## config.mk

```make
export PLATFORM = sky130hd
export DESIGN_NAME = crc_serial_xor_flat
export DESIGN_NICKNAME = d
export VERILOG_FILES = /design/src/rtl/crc_pkg.sv /design/src/rtl/crc_serial_xor_if.sv /design/src/rtl/crc_lfsr_step.sv /design/src/rtl/crc_serial_xor.sv /design/src/flat_wrapper.sv
export SDC_FILE = /design/constraint.sdc
export NUM_CORES = 1
export LEC_CHECK = 0
export CORE_MARGIN = 5
export CORE_UTILIZATION = 44
export CTS_CLUSTER_DIAMETER = 200
export DETAILED_ROUTE_END_ITERATION = 8
export PLACE_DENSITY = 0.72
export RECOVER_POWER = 100
export SYNTH_ARGS = -nofsm -noshare
export SYNTH_HDL_FRONTEND = slang
export SYNTH_SLANG_ARGS = --single-unit
export TNS_END_PERCENT = 5
```

## constraint.sdc

```tcl
create_clock -name clk -period 1.5 [get_ports clk]
set_clock_uncertainty 0.15 [all_clocks]
set_input_delay 0.3 -clock clk [delete_from_list [all_inputs] [get_ports clk]]
set_output_delay 0.3 -clock clk [all_outputs]
set_load 0.05 [all_outputs]
```

## src/rtl/crc_pkg.sv

```systemverilog
// rtl/crc_pkg.sv - shared types and constants for the serial CRC engine
package crc_pkg;

   typedef enum logic [1:0] {IDLE, SHIFT, WAIT, DONE} state_t;

   localparam logic [15:0] CRC16_CCITT = 16'h1021;
   localparam logic [7:0]  CRC8_ATM    = 8'h07;

   // Bit counter must stay at least one bit wide even for single-bit words
   function automatic int cnt_width(input int n);
      return (n > 1) ? $clog2(n) : 1;
   endfunction

endpackage

```

## src/rtl/crc_serial_xor_if.sv

```systemverilog
// rtl/crc_serial_xor_if.sv - message-in / crc-out handshake bundle
interface crc_serial_xor_if #(
   parameter int DATA_W = 8,
   parameter int CRC_W  = 16
);
   logic              in_valid;
   logic              in_ready;
   logic [DATA_W-1:0] in_data;
   logic              in_last;
   logic              out_valid;
   logic              out_ready;
   logic [CRC_W-1:0]  out_crc;

   modport master (
      output in_valid, in_data, in_last, out_ready,
      input  in_ready, out_valid, out_crc
   );

   modport slave (
      input  in_valid, in_data, in_last, out_ready,
      output in_ready, out_valid, out_crc
   );
endinterface

```

## src/rtl/crc_lfsr_step.sv

```systemverilog
// rtl/crc_lfsr_step.sv - one combinational XOR-feedback LFSR step
module crc_lfsr_step
   import crc_pkg::*;
#(
   parameter int               CRC_W = 16,
   parameter logic [CRC_W-1:0] POLY  = CRC_W'(CRC16_CCITT)
) (
   input  logic [CRC_W-1:0] crc_in,
   input  logic             data_bit,
   output logic [CRC_W-1:0] crc_out
);
   logic fb;

   assign fb      = crc_in[CRC_W-1] ^ data_bit;
   assign crc_out = {crc_in[CRC_W-2:0], 1'b0} ^ (fb ? POLY : '0);
endmodule

```

## src/rtl/crc_serial_xor.sv

```systemverilog
// rtl/crc_serial_xor.sv - bit-serial CRC engine, one message bit per clock
module crc_serial_xor
   import crc_pkg::*;
#(
   parameter int               DATA_W  = 8,
   parameter int               CRC_W   = 16,
   parameter logic [CRC_W-1:0] POLY    = CRC_W'(CRC16_CCITT),
   parameter logic [CRC_W-1:0] INIT    = CRC_W'(16'hFFFF),
   parameter logic [CRC_W-1:0] XOR_OUT = CRC_W'(16'h0000)
) (
   input  logic       clk,
   input  logic       rst_n,
   crc_serial_xor_if.slave bus,
   output logic       busy
);
   localparam int CNT_W = cnt_width(DATA_W);

   state_t            state, state_nxt;
   logic [CRC_W-1:0]  crc_reg, crc_step;
   logic [DATA_W-1:0] shift_reg;
   logic [CNT_W-1:0]  bit_cnt;
   logic              last_q;
   logic              accept;
   logic              last_bit;

   assign accept   = bus.in_valid & bus.in_ready;
   assign last_bit = (bit_cnt == CNT_W'(DATA_W - 1));

   crc_lfsr_step #(.CRC_W(CRC_W), .POLY(POLY)) u_step (
      .crc_in   (crc_reg),
      .data_bit (shift_reg[DATA_W-1]),
      .crc_out  (crc_step)
   );

   always_comb begin
      state_nxt     = state;
      bus.in_ready  = 1'b0;
      bus.out_valid = 1'b0;
      case (state)
         IDLE: begin
            bus.in_ready = 1'b1;
            if (bus.in_valid) state_nxt = SHIFT;
         end
         SHIFT: begin
            if (last_bit) state_nxt = last_q ? DONE : WAIT;
         end
         WAIT: begin
            bus.in_ready = 1'b1;
            if (bus.in_valid) state_nxt = SHIFT;
         end
         DONE: begin
            bus.out_valid = 1'b1;
            if (bus.out_ready) state_nxt = IDLE;
         end
         default: state_nxt = IDLE;
      endcase
   end

   always_ff @(posedge clk or negedge rst_n) begin
      if (!rst_n) begin
         state     <= IDLE;
         crc_reg   <= INIT;
         shift_reg <= '0;
         bit_cnt   <= '0;
         last_q    <= 1'b0;
      end else begin
         state <= state_nxt;
         if (accept) begin
            // Only a fresh message reseeds; words accepted in WAIT keep folding in
            if (state == IDLE) crc_reg <= INIT;
            shift_reg <= bus.in_data;
            last_q    <= bus.in_last;
            bit_cnt   <= '0;
         end else if (state == SHIFT) begin
            crc_reg   <= crc_step;
            shift_reg <= shift_reg << 1;
            bit_cnt   <= bit_cnt + CNT_W'(1);
         end
      end
   end

   assign bus.out_crc = crc_reg ^ XOR_OUT;
   assign busy        = (state != IDLE);
endmodule
```

## src/flat_wrapper.sv

```systemverilog
// flat-port wrapper written by rule: the top's interface ports become plain ports
module crc_serial_xor_flat import crc_pkg::*;
#(
   parameter int               DATA_W  = 8,
   parameter int               CRC_W   = 16,
   parameter logic [CRC_W-1:0] POLY    = CRC_W'(CRC16_CCITT),
   parameter logic [CRC_W-1:0] INIT    = CRC_W'(16'hFFFF),
   parameter logic [CRC_W-1:0] XOR_OUT = CRC_W'(16'h0000)
)
  (clk, rst_n, busy, bus_in_valid, bus_in_data, bus_in_last, bus_out_ready, bus_in_ready, bus_out_valid, bus_out_crc);
  crc_serial_xor_if #(.DATA_W(DATA_W), .CRC_W(CRC_W)) bus_i ();
  input  logic clk;
  input  logic rst_n;
  output logic busy;
  input wire logic [$bits(bus_i.in_valid)-1:0] bus_in_valid;
  input wire logic [$bits(bus_i.in_data)-1:0] bus_in_data;
  input wire logic [$bits(bus_i.in_last)-1:0] bus_in_last;
  input wire logic [$bits(bus_i.out_ready)-1:0] bus_out_ready;
  output wire logic [$bits(bus_i.in_ready)-1:0] bus_in_ready;
  output wire logic [$bits(bus_i.out_valid)-1:0] bus_out_valid;
  output wire logic [$bits(bus_i.out_crc)-1:0] bus_out_crc;
  assign bus_i.in_valid = bus_in_valid;
  assign bus_i.in_data = bus_in_data;
  assign bus_i.in_last = bus_in_last;
  assign bus_i.out_ready = bus_out_ready;
  assign bus_in_ready = bus_i.in_ready;
  assign bus_out_valid = bus_i.out_valid;
  assign bus_out_crc = bus_i.out_crc;
  crc_serial_xor #(.DATA_W(DATA_W), .CRC_W(CRC_W), .POLY(POLY), .INIT(INIT), .XOR_OUT(XOR_OUT)) u_core (.clk(clk), .rst_n(rst_n), .bus(bus_i), .busy(busy));
endmodule
```

==> results_tabular.tex, run 1 <==
\begin{tabular}{lr}
\hline
Metric & Value \\
\hline
\multicolumn{2}{l}{\textbf{Run}} \\
\quad Number of max-capacitance violations reported & 0 \\
\multicolumn{2}{l}{\textbf{Floorplanning}} \\
\quad Floorplan die area & 4276 um2 \\
\quad Die Width & 65.39 um \\
\quad Floorplan die height & between 60 and 70 um \\
\quad Floorplan row count & 20 \\
\quad Initial cell density of the core & between 40\% and 50\% \\
\quad Number of ports placed on the die boundary & 32 \\
\quad Core area & 3003 um2 \\
\multicolumn{2}{l}{\textbf{Critical path}} \\
\quad Highest net fanout along the worst path & 4 \\
\quad Endpoint of the worst-slack reg-to-reg timing path & u\_core.state[0]\$\_DFFE\_PN0P\_ \\
\quad Crit. End Element & primary output \\
\quad Chain of cells forming the critical path & or2\_4 -> buf\_12 \\
\quad Launching element type of the critical path & flip-flop \\
\quad Critical path arrival & 1.16 ns \\
\quad Max stage delay cell, worst path & dfrtp\_2 \\
\quad CP max stage delay & 0.44 ns \\
\quad Kind of critical path & flip-flop to primary output \\
\quad Data required, critical path & around 1.1 ns \\
\quad Count of cells along the worst register-to-register path & 4 \\
\quad FF-to-FF Start & u\_core.state[1]\$\_DFFE\_PN0P\_ \\
\quad R2R setup slack & 0.04 ns \\
\multicolumn{2}{l}{\textbf{Synth}} \\
\quad Area share of the largest cell type after synthesis & 31.14\% \\
\quad Area fraction in and, or, nand and nor cells after synthesis & 8.156\% \\
\quad Most numerous cell types in the synthesized netlist & 16 x dfstp\_2, 16 x o22a\_1, 14 x dfrtp\_1 \\
\quad Avg Synthesized Cell Area & 12.16 um2 \\
\quad Unique cell type count in the Yosys netlist & 29 \\
\quad Predominant post-synthesis flop cell & dfstp\_2 \\
\quad Async set-or-reset flop fraction in the synthesized netlist & 100.0\% \\
\quad Synthesized-area fraction occupied by ao, oa, aoi and oai cells & around 20\% \\
\quad Share of synthesized area occupied by flip-flops and latches & 57.09\% \\
\quad \#FFs+latches synth & 30 \\
\quad Number of flops mapped to enable cells by yosys & 0 \\
\quad Post-Synthesis Net Count & around 130 \\
\quad Area of the mapped netlist & $\sim$1400 um2 \\
\quad Mux contribution to synthesized area & 6.024\% \\
\quad Largest family of logic cells by synthesized area & compound AO/OA/AOI/OAI gates \\
\quad Synth area leaders & dfstp\_2 31\%, dfrtp\_1 26\%, o22a\_1 10\%, mux2i\_1 5.2\%, xor2\_1 2.6\% \\
\quad Synth Area in XOR/XNOR & approximately 2.6\% \\
\quad Instance count of the mapped netlist & 111 \\
\quad Yosys warns & 0 \\
\quad Adder and majority gate portion of the synthesized area & 1.854\% \\
\quad Largest area contributor in the synthesized netlist & dfstp\_2 \\
\multicolumn{2}{l}{\textbf{Timing}} \\
\quad Max-slew headroom & a little over half \\
\quad Period utilization & 107.6\% \\
\quad Post-Route Hold Slack & around 0.36 ns \\
\quad RSZ-0062 raised after global routing & true \\
\quad Total negative slack for setup checks & -0.4425 ns \\
\quad Clock period minus final worst setup slack & 1.615 ns \\
\quad Hold violation count in the final report & 0 \\
\quad Max-slew violations & 0 \\
\quad FMAX & 619.4 MHz \\
\quad Final setup slack of the worst path & -0.1145 ns \\
\quad Final setup violation count & 19 \\
\quad Slew @ Worst Pin & approximately 0.71 ns \\
\multicolumn{2}{l}{\textbf{GRT}} \\
\quad Wire length of the first global-routing pass & 5009 um \\
\quad Largest net degree at the start of global routing & 31 \\
\quad Congestion Overflow GR & 0 \\
\quad Number of antenna violations at the first check in global routing & 0 \\
\quad Total GRT Usage & 15.53\% \\
\quad Vias in the first global route & approximately 1000 \\
\multicolumn{2}{l}{\textbf{Worst hold path}} \\
\quad Cells on Worst Hold Path & 1 \\
\quad Terminating pin of the worst hold path & u\_core.shift\_reg[0]\$\_DFFE\_PN0P\_ \\
\quad Hold WC Path Type & flip-flop to flip-flop \\
\quad Hold\_sp & u\_core.shift\_reg[0]\$\_DFFE\_PN0P\_ \\
\multicolumn{2}{l}{\textbf{Status}} \\
\quad Violations in the final reports & negative setup slack \\
\quad Run status & complete, but fails checks \\
\multicolumn{2}{l}{\textbf{Route}} \\
\quad Iter 0 DRT Violations & 19 \\
\quad WL final & approximately 3000 um \\
\quad Pre-antenna DRT Iters & 4 \\
\quad Number of DRC violations after detailed routing & 0 \\
\quad Via density per instance & 5.457 \\
\quad Via count of the routed design & 1026 \\
\quad Remaining antenna violation count after routing & 0 \\
\quad Routed length per instance & 15.85 um \\
\multicolumn{2}{l}{\textbf{Finish}} \\
\quad Share of layout cells above drive strength 1 & 38.71\% \\
\quad Footprint of the multi-input gates & 526.8 um2 \\
\quad Fill cell instance count of the final layout & 238 \\
\quad Total non-filler cell area in the finished layout & 1999 um2 \\
\quad FF+latch area & 772.0 um2 \\
\quad Final antenna diode count & 0 \\
\quad Max FFs per register & 16 \\
\quad Layout overhead on the synthesized area & 48.10\% \\
\quad Nets@finish & around 170 \\
\multicolumn{2}{l}{\textbf{CTS}} \\
\quad Clock Sinks & 30 \\
\quad Clock tree from TritonCTS & built \\
\quad Number of buffers inserted for hold repair after clock tree synthesis & 0 \\
\quad Number of clock buffers inserted by TritonCTS & 5 \\
\quad Number of levels in the clock H-tree & 2 \\
\quad Source-to-sink clock delay at the later pin of the worst-skew pair & 0.34 ns \\
\quad Max clock buf depth & 2 \\
\quad Clock-pin slew on the worst setup and hold paths & $\sim$0.09 ns \\
\quad Clk root buf & clkbuf\_4 \\
\multicolumn{2}{l}{\textbf{Place}} \\
\quad Post-placement setup slack & -0.2419 ns \\
\quad Detailed-placement wirelength estimate & 2241 um \\
\quad Standard cell area after detailed placement & 1949 um2 \\
\quad RePlAce Congestion & 0.7574 \\
\quad Port buffer count & 31 \\
\multicolumn{2}{l}{\textbf{Power and ir drop}} \\
\quad Portion of total power attributed to sequential cells & 33.8\% \\
\quad Worst supply voltage drop on vdd & 1.045 mV \\
\quad Overall power consumption & 4.894 mW \\
\quad Internal power component & about 2.9 mW \\
\quad Share of power burned in combinational logic & $\sim$56\% \\
\quad Net load switching power & 2.026 mW \\
\quad Power per Cell Area & about 2400 nW/um2 \\
\quad Proportion of total power due to net switching & 41.40\% \\
\quad LEAKAGE & 0.8523 nW \\
\quad Clock share of power & 10.7\% \\
\hline
\end{tabular}
cell families (layout without fill, tap and decap cells):
logic type               after synthesis  in the layout
AND/OR/NAND/NOR                       20             20
flip-flops                            30             30
multiplexers                           8              8
buffers and inverters                 11             55
adder cells (fa/ha/maj)                2              2
AO/OA/AOI/OAI                         36             36
XOR/XNOR                               4              4
how the worst max path moves through the flow:
stage,startpoint,to,slack [ns],depth (start not counted)
floorplan,u_core.state[1]$_DFFE_PN0P_,u_core.shift_reg[7]$_DFFE_PN0P_,-0.008,4
global placement,bus_in_valid,u_core.bus.out_crc[8]$_DFFE_PN1P_,-0.21,5
detailed placement,bus_in_valid,u_core.bus.out_crc[3]$_DFFE_PN1P_,-0.24,5
CTS,u_core.state[0]$_DFFE_PN0P_,busy,-0.13,2
global route,u_core.state[0]$_DFFE_PN0P_,busy,-0.15,2
finish,u_core.state[0]$_DFFE_PN0P_,busy,-0.11,2
cells in the final DEF (no fill, tap or decap), drive strengths merged:
cell type	instances
a211oi	4
a21oi	6
a221o	1
a22o	1
a31o	1
and2	1
buf	26
clkbuf	12
clkdlybuf4s50	10
clkinv	1
dfrtp	14
dfstp	16
dlygate4sd3	2
ha	2
inv	4
mux2	1
mux2i	7
nand2	7
nand2b	1
nor2	4
nor2b	5
o211a	1
o21ai	4
o22a	16
o22ai	1
o2bb2ai	1
or2	2
xor2	4
per-stage QoR:
stage | instances | utilization (%)
after CTS | 188 | 67.33
after detailed placement | 179 | 64.92
after floorplan | 111 | -
after global routing | 188 | 66.58
final | 188 | 66.58
after global placement | 179 | 64.92
repair_timing:
action	4_1_cts	5_1_grt
pin swaps	1	7
setup buffers	2	0
endpoints found under the setup margin	19	32
resized for setup	2	1
layer usage:
| metal | track usage [%] | routed length (um) |
|---|---|---|
| met3 | 6.325 | 210 |
| met2 | 25.41 | 1422 |
| met4 | 6.218 | 65 |
| met1 | 18.04 | 1282 |
| met5 | 0 | 0 |
cell type report:
cell class,instances,area share (%)
Sequential cell,30,38.61
Inverter,4,0.7509
Clock buffer,7,2.753
Multi-Input combinational cell,70,26.35
Timing Repair Buffer,43,29.22
Tap cell,33,2.065
Clock inverter,1,0.2503
critical path, delay by kind of cell (launching register included):
| kind | cells | cell delay, ns |
|---|---|---|
| buffers and inverters | 1 | 0.15 |
| AND/OR/NAND/NOR | 1 | 0.25 |
| flip-flops | 1 | 0.44 |
power groups by stage:
stage | combinational [mW] | sequential, mW | clock (mW)
3_5_place_dp | 2.71 | 1.67 | 0
6_report | 2.72 | 1.65 | 0.521
4_1_cts | 2.76 | 1.65 | 0.532
3_3_place_gp | 2.64 | 1.65 | 0
5_1_grt | 2.88 | 1.70 | 0.569
2_1_floorplan | 1.02 | 2.10 | 0
Note: power is estimated with default switching activity, not from simulation.
==> run 2: changes to the inputs <==
--- a/config.mk
+++ b/config.mk
@@ -5,11 +5,12 @@
 export SDC_FILE = /design/constraint.sdc
 export NUM_CORES = 1
 export LEC_CHECK = 0
+export ABC_CLOCK_PERIOD_IN_PS = 1500
 export CORE_MARGIN = 5
 export CORE_UTILIZATION = 44
 export CTS_CLUSTER_DIAMETER = 200
 export DETAILED_ROUTE_END_ITERATION = 8
-export PLACE_DENSITY = 0.72
+export PLACE_DENSITY = 0.76
 export RECOVER_POWER = 100
 export SYNTH_ARGS = -nofsm -noshare
 export SYNTH_HDL_FRONTEND = slang
==> results_tabular.tex, run 2 (same netlist as run 1, synthesis figures left out) <==
\begin{tabular}{lr}
\hline
Metric & Value \\
\hline
\multicolumn{2}{l}{\textbf{Critical path}} \\
\quad Data required, critical path & 1.05 ns \\
\quad Highest net fanout along the worst path & 5 \\
\quad Critical path arrival & 1.18 ns \\
\quad Launching element type of the critical path & flip-flop \\
\quad Crit. End Element & primary output \\
\quad Kind of critical path & flip-flop to primary output \\
\multicolumn{2}{l}{\textbf{GRT}} \\
\quad Largest net degree at the start of global routing & 31 \\
\quad Met1 usage & between 10\% and 20\% \\
\quad Congestion Overflow GR & 0 \\
\quad Wire length of the first global-routing pass & $\sim$5100 um \\
\quad Vias in the first global route & 1108 \\
\quad Met3 demand-to-capacity share in global routing & between 5 and 6\% \\
\quad Fraction of met2 tracks used by global routing & 28.32\% \\
\quad Routing layer with the top usage in global route & met2 \\
\quad Total GRT Usage & 16.04\% \\
\quad Number of antenna violations at the first check in global routing & 0 \\
\multicolumn{2}{l}{\textbf{Route}} \\
\quad Number of DRC violations after detailed routing & 0 \\
\quad Pre-antenna DRT Iters & 4 \\
\quad Iter 0 DRT Violations & 27 \\
\quad Via count of the routed design & 1037 \\
\quad Via density per instance & between 5 and 6 \\
\quad Routed length per instance & 15.80 um \\
\quad Remaining antenna violation count after routing & 0 \\
\quad WL final & 2970 um \\
\multicolumn{2}{l}{\textbf{CTS}} \\
\quad Source-to-sink clock delay at the later pin of the worst-skew pair & roughly 0.32 ns \\
\quad Clock-pin slew on the worst setup and hold paths & 0.10 ns \\
\quad Number of levels in the clock H-tree & 2 \\
\quad Clock tree from TritonCTS & built \\
\quad Number of clock buffers inserted by TritonCTS & 5 \\
\quad Clock Sinks & 30 \\
\quad Clk root buf & clkbuf\_4 \\
\quad Max clock buf depth & 2 \\
\multicolumn{2}{l}{\textbf{Floorplanning}} \\
\quad Die Width & 65.39 um \\
\quad Floorplan die height & around 65 um \\
\quad Core area & 3003 um2 \\
\quad Initial cell density of the core & 44.96\% \\
\quad Number of ports placed on the die boundary & 32 \\
\quad Floorplan row count & 20 \\
\quad Floorplan die area & 4276 um2 \\
\multicolumn{2}{l}{\textbf{Power and ir drop}} \\
\quad Worst supply voltage drop on vdd & between 1 and 1.5 mV \\
\quad Overall power consumption & $\sim$5.2 mW \\
\quad Power per Cell Area & approximately 2500 nW/um2 \\
\quad LEAKAGE & about 0.87 nW \\
\multicolumn{2}{l}{\textbf{Finish}} \\
\quad Fill cell instance count of the final layout & around 250 \\
\quad FF+latch area & approximately 770 um2 \\
\quad Max FFs per register & 16 \\
\quad Final antenna diode count & 0 \\
\quad Layout overhead on the synthesized area & 52.09\% \\
\quad Most frequent cells in the layout & 20 x buf\_12, 16 x o22a\_1, 16 x dfstp\_2 \\
\quad Nets@finish & 169 \\
\quad Share of layout cells above drive strength 1 & 38.71\% \\
\quad Layout Cells excl Fill & 188 \\
\quad Footprint of the multi-input gates & approximately 530 um2 \\
\quad Most frequent standard cell in the layout excluding fill and tap cells & buf\_12 \\
\multicolumn{2}{l}{\textbf{Place}} \\
\quad RePlAce Congestion & 0.7795 \\
\quad Port buffer count & 31 \\
\quad Detailed-placement wirelength estimate & around 2300 um \\
\quad Placed cell count & 179 \\
\multicolumn{2}{l}{\textbf{Timing}} \\
\quad RSZ-0062 raised after global routing & true \\
\quad Slew @ Worst Pin & slightly above 0.7 ns \\
\quad Clock period minus final worst setup slack & 1.634 ns \\
\quad Hold violation count in the final report & 0 \\
\quad FMAX & 612.1 MHz \\
\quad Final setup slack of the worst path & -0.1338 ns \\
\quad Max-slew violations & 0 \\
\quad Period utilization & 108.9\% \\
\quad Final setup violation count & 7 \\
\quad Max-slew headroom & 53.02\% \\
\multicolumn{2}{l}{\textbf{Status}} \\
\quad Run status & complete, but fails checks \\
\quad Violations in the final reports & negative setup slack \\
\multicolumn{2}{l}{\textbf{Worst hold path}} \\
\quad Hold WC Path Type & flip-flop to flip-flop \\
\multicolumn{2}{l}{\textbf{Run}} \\
\quad Number of max-capacitance violations reported & 0 \\
\hline
\end{tabular}
==> run 2: cell types whose count changed in the layout (fill, tap and decap cells not counted) <==
cell             before  now
buf_12               19   20
buf_6                 2    1
bufinv_16             0    1
clkbuf_16             0    1
clkbuf_2              4    3
clkdlybuf4s50_1      10   11
clkinv_2              1    0
dlygate4sd3_1         2    1
==> run 2: worst max-delay path: stages, from the launching register on <==
cell and delay (ns):
dfrtp_2 0.46, or2_4 0.25, buf_12 0.15
==> run 2: per-stage QoR <==
step | utilization [%] | TNS [ns] | hold slack, ns | area, um2 | worst slack (ns)
after floorplan | - | -0.007708 | -0.1456 | 1353 | -0.007708
after global placement | 65.33 | -3.941 | 0.3344 | 1962 | -0.1962
after detailed placement | 65.33 | -4.805 | 0.3380 | 1962 | -0.2413
after CTS | 69.29 | -0.6796 | 0.1692 | 2081 | -0.1448
after global routing | 68.38 | -2.145 | 0.4054 | 2053 | -0.1941
final | 68.38 | -0.3824 | 0.3686 | 2053 | -0.1338
==> run 2: final timing paths <==
kind / cells past startpoint / slack, ns / startpoint / end
worst max register to register: 5 / -0.01 / u_core.state[0]$_DFFE_PN0P_ / u_core.bus.out_crc[8]$_DFFE_PN1P_
max in group asynchronous: 2 / 0.31 / rst_n / u_core.state[0]$_DFFE_PN0P_
worst min register to register: 1 / 0.37 / u_core.shift_reg[0]$_DFFE_PN0P_ / u_core.shift_reg[0]$_DFFE_PN0P_
worst min-delay path: 1 / 0.37 / u_core.shift_reg[0]$_DFFE_PN0P_ / u_core.shift_reg[0]$_DFFE_PN0P_
min in group asynchronous: 2 / 0.41 / rst_n / u_core.bit_cnt[1]$_DFFE_PN0P_
worst max-delay path: 2 / -0.13 / u_core.state[0]$_DFFE_PN0P_ / busy
==> run 2: cell type report <==
class | instances | area share, %
Multi-Input combinational cell | 70 | 25.66
Tap cell | 33 | 2.011
Sequential cell | 30 | 37.60
Clock buffer | 7 | 3.717
Clock inverter | 1 | 1.463
Inverter | 4 | 0.7313
Timing Repair Buffer | 43 | 28.82
==> run 2: layer usage <==
metal	vias up	wire (um)
met5	-	0
met4	0	110
met3	10	200
li1	488	-
met1	502	1143
met2	37	1515
==> run 2: timing repair <==
action | CTS | global route
setup buffers | 2 | 0
pin swaps | 1 | 10
hold buffers | 0 | 0
gates resized for setup | 2 | 0
endpoints found under the setup margin | 20 | 36
==> run 2: power by group <==
group | switching, mW | internal, mW
registers | 0.365 | 1.29
clock network | 0.276 | 0.498
logic | 1.37 | 1.38
